**src/rtl/boot_pkg.sv**
```systemverilog
`default_nettype none
// +--------------------------------------------------------------------+
// | boot_pkg : loader state encoding and stream framing constants  r1.0 |
// +--------------------------------------------------------------------+
package boot_pkg;

  typedef enum logic [2:0] {
    LEN_LO = 3'd0,
    LEN_HI = 3'd1,
    DATA   = 3'd2,
    WRITE  = 3'd3,
    CHECK  = 3'd4,
    RUN    = 3'd5,
    ERROR  = 3'd6
  } boot_state_t;

  localparam int BYTES_PER_WORD = 4;
  localparam int LEN_BYTES      = 2;

endpackage
`default_nettype wire

```
**src/rtl/word_assembler.sv**
```systemverilog
`default_nettype none
// +--------------------------------------------------------------------+
// | word_assembler : little-endian byte-to-word packer             r1.0 |
// +--------------------------------------------------------------------+
module word_assembler
  import boot_pkg::*;
(
  input  logic        clk,
  input  logic        rst,
  input  logic        clear,
  input  logic        accept,
  input  logic [7:0]  data,
  output logic [1:0]  count,
  output logic [31:0] word,
  output logic        word_full
);

  localparam logic [1:0] c_last = 2'(BYTES_PER_WORD - 1);

  logic [1:0]  r_count;
  logic [31:0] r_word;
  logic        r_full;

  // Shifting in from the top leaves the first byte in bits [7:0] after four accepts.
  always_ff @(posedge clk) begin
    if (rst || clear) begin
      r_count <= 2'd0;
      r_word  <= 32'd0;
      r_full  <= 1'b0;
    end else begin
      r_full <= accept && (r_count == c_last);
      if (accept) begin
        r_count <= r_count + 2'd1;
        r_word  <= {data, r_word[31:8]};
      end
    end
  end

  assign count     = r_count;
  assign word      = r_word;
  assign word_full = r_full;

endmodule
`default_nettype wire

```
**src/rtl/boot_loader.sv**
```systemverilog
`default_nettype none
// +--------------------------------------------------------------------+
// | boot_loader : streams a checksummed image into imem, starts core r1.0|
// +--------------------------------------------------------------------+
module boot_loader
  import boot_pkg::*;
#(
  parameter int ADDR_W    = 8,
  parameter int MAX_WORDS = 256
) (
  input  logic              clk,
  input  logic              rst,
  input  logic              byte_valid,
  input  logic [7:0]        byte_data,
  output logic              byte_ready,
  output logic [ADDR_W-1:0] imem_addr,
  output logic [31:0]       imem_data,
  output logic              imem_wren,
  output logic              cpu_rst,
  output logic              cpu_start,
  output logic              done,
  output logic              err
);

  localparam logic [16:0] c_max_len  = 17'(MAX_WORDS);
  localparam logic [1:0]  c_last_byte = 2'(BYTES_PER_WORD - 1);

  boot_state_t       r_state;
  logic [15:0]       r_len;
  logic [ADDR_W-1:0] r_idx;
  logic [7:0]        r_xsum;

  logic        w_accept;
  logic [1:0]  w_count;
  logic [31:0] w_word;
  logic        w_full;
  logic [15:0] w_len_full;
  logic        w_last_idx;

  assign byte_ready = (r_state == LEN_LO) || (r_state == LEN_HI) ||
                      (r_state == DATA)   || (r_state == CHECK);
  assign w_accept   = byte_valid && byte_ready;
  assign w_len_full = {byte_data, r_len[7:0]};
  assign w_last_idx = (16'(r_idx) == (r_len - 16'd1));

  word_assembler u_asm (
    .clk       (clk),
    .rst       (rst),
    .clear     (r_state == LEN_LO),
    .accept    (w_accept && (r_state == DATA)),
    .data      (byte_data),
    .count     (w_count),
    .word      (w_word),
    .word_full (w_full)
  );

  always_ff @(posedge clk) begin
    if (rst) begin
      r_state <= LEN_LO;
      r_len   <= 16'd0;
      r_idx   <= '0;
      r_xsum  <= 8'd0;
    end else begin
      case (r_state)
        LEN_LO: begin
          r_idx  <= '0;
          r_xsum <= 8'd0;
          if (w_accept) begin
            r_len[7:0] <= byte_data;
            r_state    <= LEN_HI;
          end
        end
        LEN_HI: begin
          if (w_accept) begin
            r_len <= w_len_full;
            if ({1'b0, w_len_full} > c_max_len) r_state <= ERROR;
            else if (w_len_full == 16'd0)       r_state <= CHECK;
            else                                r_state <= DATA;
          end
        end
        DATA: begin
          if (w_accept) begin
            r_xsum <= r_xsum ^ byte_data;
            if (w_count == c_last_byte) r_state <= WRITE;
          end
        end
        WRITE: begin
          r_idx   <= r_idx + 1'b1;
          r_state <= w_last_idx ? CHECK : DATA;
        end
        CHECK: begin
          if (w_accept) r_state <= (byte_data == r_xsum) ? RUN : ERROR;
        end
        RUN:     r_state <= RUN;
        ERROR:   r_state <= ERROR;
        default: r_state <= ERROR;
      endcase
    end
  end

  // The assembler's one-cycle full flag coincides exactly with the WRITE state.
  assign imem_wren = w_full;
  assign imem_addr = r_idx;
  assign imem_data = (r_state == WRITE) ? w_word : 32'd0;
  assign cpu_rst   = (r_state != RUN);
  assign cpu_start = (r_state == RUN);
  assign done      = (r_state == RUN);
  assign err       = (r_state == ERROR);

endmodule
`default_nettype wire

```
**config.mk**
```make
export PLATFORM = sky130hd
export DESIGN_NAME = boot_loader
export DESIGN_NICKNAME = d
export VERILOG_FILES = /design/src/rtl/boot_pkg.sv /design/src/rtl/word_assembler.sv /design/src/rtl/boot_loader.sv
export SDC_FILE = /design/constraint.sdc
export NUM_CORES = 1
export LEC_CHECK = 0
export ABC_AREA = 1
export CAP_MARGIN = 5
export CORE_MARGIN = 4
export CORE_UTILIZATION = 50
export DETAILED_ROUTE_END_ITERATION = 10
export PLACE_DENSITY = 0.74
export SYNTH_ARGS = -nofsm -noshare
export SYNTH_HDL_FRONTEND = slang
export SYNTH_HIERARCHICAL = 1
export SYNTH_SLANG_ARGS = --single-unit
export TNS_END_PERCENT = 50
```
**constraint.sdc**
```tcl
create_clock -name clk -period 1.71 [get_ports clk]
set_input_delay 0.171 -clock clk [delete_from_list [all_inputs] [get_ports clk]]
set_output_delay 0.171 -clock clk [all_outputs]
set_load 0.1 [all_outputs]
```
# Word-level counts from Yosys, hierarchy flattened
# Cells that the tools add are included.
[totals] mem_count=0 ram_bits=0 out_inout_bits=46 ff_bits=70 romBits=0 latch_bits=0
[classes] shifts=0 n_div=0 n_mul=0 n_bitwise=2 n_reduce_logical=15 magnitude_cmp=1 mux=16 addsub=3 n_eq_ne=15
[op_table] cell="one-hot mux 8 bit (2 select lines)" count=3
[op_table] cell="two-way mux 32 bit" count=1
[op_table] cell="two-way mux 3 bit" count=8
[op_table] cell="one-hot mux 3 bit (6 select lines)" count=1
[op_table] cell="equality test 8 x 16 -> 1 bit" count=1
[op_table] cell="greater-than comparator 16 x 9 -> 1 bit (second input constant)" count=1
[op_table] cell="zero test 16 bit" count=1
[op_table] cell="two-way mux 8 bit" count=2
[op_table] cell="subtractor 16 x 1 -> 16 bit (second input constant)" count=1
[op_table] cell="equality test 3 bit (second input constant)" count=3
[op_table] cell="adder 8 x 1 -> 8 bit (second input constant)" count=1
[op_table] cell="equality test 8 bit" count=1
[op_table] cell="!= test 2 bit (second input constant)" count=4
[op_table] cell="XOR 8 bit" count=1
[op_table] cell="equality test 3 x 2 -> 1 bit (second input constant)" count=2
[op_table] cell="AND reduction 5 bit" count=1
[op_table] cell="logical OR 1 bit" count=4
[op_table] cell="AND reduction 2 bit" count=2
[op_table] cell="nonzero test 2 bit" count=2
[op_table] cell="equality test 3 x 1 -> 1 bit (second input constant)" count=1
[op_table] cell="logical AND 1 bit" count=3
[op_table] cell="zero test 3 bit" count=1
[op_table] cell="!= test 3 bit (second input constant)" count=1
[op_table] cell="AND reduction 3 bit" count=1
[op_table] cell="other kinds (5)" count=5

# Depth between registers and ports, before layout
[logic_depth] ltp_word=7 depth_mapped=15

# Hierarchy
# The synthesis kept the hierarchy.
[by_module_without_submodules] module="boot_loader" area_per_inst_um2=2597.5 instances=1 cells_per_inst=448 seq_area_each_um2=700.7
[by_module_without_submodules] module="word_assembler" area_per_inst_um2=1462.7 instances=1 cells_per_inst=219 seq_area_each_um2=700.7

# Worst setup path after synthesis
# Ideal clock, no wire load.
[synth_path] path_kind="register -> register" startpoint="reg r_state[2]" endpoint="reg r_state[0]" stages_incl_launch_ff=7 setup_time_ns=0.057 path_buffers=0 path_slack_ns=-1.630 period_less_slack_ns=3.340 arrival_time_ns=3.284 cell_sequence="dfxtp_1 nand2_1 nor2_1 inv_1 nand4_1 o21ai_0 inv_1"
[synth_between] word_cells_on_any_way=17 classes_between="10 x eq/ne; 1 x mux; 6 x reduce/logical"
[synth_lines] item="start, declared" line_no="boot_loader.sv:28" text="boot_state_t r_state;"
[synth_lines] item="start signal, assigned" line_no="boot_loader.sv:89" text="r_state <= w_last_idx ? CHECK : DATA;"
[synth_lines] item="start signal, assigned" line_no="boot_loader.sv:92" text="if (w_accept) r_state <= (byte_data == r_xsum) ? RUN : ERROR;"
[synth_lines] item="equality test 3 bit"
[synth_lines] item="net cpu_start" line_no="boot_loader.sv:20" text="output logic cpu_start,"
[synth_lines] item="one-hot mux 3 bit (6 select lines)" line_no="boot_loader.sv:64" text="case (r_state)"
# The timed path passes the listed nets, and every way through them passes these cells.
# A chain may end at the register's enable or synchronous reset.

# Worst setup path in the final report
[layout_path] startpoint="reg r_state[1]" endpoint="out imem_data[10]"
[layout_between] elab_chain_len=2
[layout_lines] item="equality test 3 x 2 -> 1 bit" line_no="boot_loader.sv:104" text="assign imem_data = (r_state == WRITE) ? w_word : 32'd0;"
[layout_lines] item="two-way mux 32 bit" line_no="boot_loader.sv:104"
[layout_lines] item="end, declared" line_no="boot_loader.sv:17" text="output logic [31:0] imem_data,"
# No other way between the ends.

==> summary by stage <==
Logic synthesis
In this run the mean area of a mapped cell was 6.087 µm². During synthesis, Yosys emitted a total of 6 warnings. The biggest area contributor in the post-synthesis netlist is sky130_fd_sc_hd__dfxtp_1. The cell count after synthesis came out at 667. The area of the mapped netlist is 4060 µm². The top cell type by area accounts for 34.51% of the synthesized area.

By area the synthesized netlist is led by sky130_fd_sc_hd__dfxtp_1 (35%), sky130_fd_sc_hd__nand2_1 (17%), sky130_fd_sc_hd__nor2_1 (15%). The number of nets handed over by synthesis was 681. The number of distinct library cells after synthesis is 34.

The post-synthesis sequential element count is 70. Sequential cells were found to cover 34.51% of the synthesized design area.

Global route
The total overflow left after global routing is 0. The first-pass GRT wire length is 18.62 mm. The number of antenna violations at the first check in global routing came to 0. The via count of the first global-routing pass is 4,003. The combined global-route utilization of all metal layers is 23.38%. The pin count of the biggest net entering global routing is 51.

Die
The floorplan step set the die width to 98.11 µm. The floorplan step defined a die boundary enclosing 9626 µm². The number of top-level pins is between 50 and 60. The vertical die dimension is between 90 and 100 µm. The core area is ~7800 µm². The number of placement rows is 32. The initial utilization of the core area, before any placement, comes to 52.00%.

Finish
Leaving out fill and tap cells, the most frequent cells in the layout are sky130_fd_sc_hd__nand2_1 (177), sky130_fd_sc_hd__nor2_1 (121), sky130_fd_sc_hd__inv_1 (102), sky130_fd_sc_hd__dfxtp_1 (58), sky130_fd_sc_hd__buf_12 (47). The final-layout fill cell count is 594. Leaving out fill and tap cells, the most frequent cell in the layout is sky130_fd_sc_hd__nand2_1. Summing all flip-flop and latch instances after layout gives 1421 µm².

The final cell count without fillers is 853. Once layout is complete, the utilization of the core stands at 75.46%. After the last flow step, the layout net total stands at 761. In the final layout, the share of cells above drive strength 1 is 22.90%. In the final layout, the multi-input gates occupy 2414 µm². The repair_antennas step left the layout with diodes totalling 0. The synthesis-to-finish area growth is 45.12%.

Drt
The total DRC errors in the routed layout is 0. The detailed-route wire length per cell is approximately 13 µm. The final routed wirelength across all metal layers is 10.90 mm. The total number of vias is 4,188. The number of iterations in the first detailed-routing pass is 4.

The antenna violation net count after detailed routing is 0. In the routed layout, each cell is associated on average with a via count of 4.910. The number of violations reported at the end of detailed-routing iteration 0 is between 150 and 200.

Clocking
TritonCTS built the clock tree. The clock-pin slew reported for the worst setup and hold paths after clock tree synthesis is ~70 ps. At the later pin of the worst-skew pair, clock insertion delay measures roughly 330 ps. The clock tree root driver cell is sky130_fd_sc_hd__clkbuf_8. The maximum clock insertion buffer count is 2.

The CTS H-tree depth is 3. The number of clock buffers added by TritonCTS is 9. CTS saw 70 sinks.

Worst setup path
The arrival time reported for the critical path endpoint is 1590 ps. The endpoint required time on the critical path is 1540 ps. The nature of the critical path startpoint is a flop. The critical path is of the reg2out type. STA classifies the critical path endpoint as a primary output. The critical-path maximum fanout is 10. Measured in cells, the most critical reg-to-reg path has a length of 13.

Timing
The clock arrives with 7.482 ps of skew. After layout, the minimum clock period comes to 1761 ps. Setup repair after global routing could not meet its margin everywhere. The final worst-path setup slack is -50.71 ps. In this run the tightest slew margin relative to its limit is 77.32%.

At the pin with the least slew margin, the transition time is 339.0 ps. The worst path uses 103.0% of the clock period. The total setup violations reported at the end of the flow is 32. The max-slew violation count is 0. The maximum achievable frequency is 568.0 MHz. The final count of hold timing violations came to 0. Across all hold checks on the routed design, the worst slack comes to 470.3 ps.

Place
After legalization and detailed placement, the total HPWL measured slightly above 8 mm. The placer congestion estimate is 0.9124. OpenSTA, run right after detailed placement, puts the worst setup slack at -24.98 ps. The placed instance count is 832.

Port buffering added between 50 and 60 buffers.

Power
The leakage power of the design is about 2.4 nW. Power spread over the standard cell area amounts to 1194 nW/µm². The worst ir drop on vdd is 0.001062 V.

Min path
The class of the worst hold path is reg2reg. The hold path depth is 2.

Status
The final reports fail on negative setup slack. The run finished, with violations left.

Job
The tool flagged a number of max-cap violations equal to 0.
[sequential cells by signal, summed over array words and instances, names as in the netlist]
signal / cells
u_asm/count: 2
imem_addr: 8
r_state: 3
u_asm/word_full: 1
r_xsum: 8
u_asm/word: 32
r_len: 16
[cell families (layout without fill, tap and decap cells)]
logic type / count (synthesis) / count (layout) / share of synthesized area (%)
compound gates: 65 / 65 / 8.937
xor+xnor: 13 / 13 / 2.804
fa+ha+maj: 3 / 3 / 0.9246
buf+inv: 132 / 216 / 13.99
flops: 70 / 70 / 34.51
simple gates: 384 / 384 / 38.83
[critical path: stages (launching register included)]
cell and delay [ps]:
sky130_fd_sc_hd__dfxtp_2 340, sky130_fd_sc_hd__inv_2 60, sky130_fd_sc_hd__nor3_4 260, sky130_fd_sc_hd__inv_6 90, sky130_fd_sc_hd__buf_16 180, sky130_fd_sc_hd__nor2_4 140, sky130_fd_sc_hd__buf_12 180
[Yosys cell counts, drive strengths merged]
cell type  number
a211oi          2
a21oi          25
a221oi          2
a31oi           1
a32oi           1
and2            2
buf            16
clkbuf          6
dfxtp          70
ha              3
inv           110
nand2         183
nand3          18
nand3b          3
nand4           1
nor2          167
nor3            7
nor4            3
o211a           4
o21ai          30
xnor2           7
xor2            6
[metal layers]
layer	wire length [µm]	up-vias	global-route usage, %	part of all wire, %
li1	-	2182	-	-
met1	4896	1867	30.71	45
met2	5203	111	38.06	48
met3	517	28	4.786	4.7
met4	284	0	8.413	2.6
met5	0	-	0	0
[repair_timing]
action                                  CTS  global route
endpoints found under the setup margin   30            39
buffers inserted                          3             2
hold buffers                              0             0
pin swaps                                 2             7
gates cloned                              1             0
resized for setup                        12            22
[worst paths after layout]
check / start / end / slack [ps]
hold reg to reg: u_asm/word[2]$_SDFFE_PP0P_ / u_asm/word[2]$_SDFFE_PP0P_ / 470
hold / removal: u_asm/word[2]$_SDFFE_PP0P_ / u_asm/word[2]$_SDFFE_PP0P_ / 470
setup reg to reg: r_len[1]$_SDFFE_PP0P_ / r_state[2]$_SDFFE_PP0P_ / 110
setup / recovery: r_state[1]$_SDFFE_PP0P_ / imem_data[10] / -50
[area by class of cell]
class                           count  area share [%]
Clock inverter                      5          0.4460
Timing Repair Buffer               91           22.93
Sequential cell                    70           24.12
Clock buffer                       10           2.166
Multi-Input combinational cell    465           40.96
Tap cell                          102           2.166
Inverter                          110           7.199
[report_power, final]
group / switching (W) / internal [W]
sequential: 0.000289 / 0.00192
combinational: 0.00232 / 0.00140
clock: 0.000597 / 0.000509
[per-stage QoR]
step | TNS [ps] | area, µm² | power (W)
final | -518.7 | 5892 | 0.007036
after global placement | 0 | 5567 | 0.005572
after detailed placement | -28.44 | 5567 | 0.005644
after global routing | -2220 | 5892 | 0.007626
after floorplan | -4306 | 4350 | 0.004811
after CTS | -583.2 | 5813 | 0.006855
(Power assumes the default switching activity.)
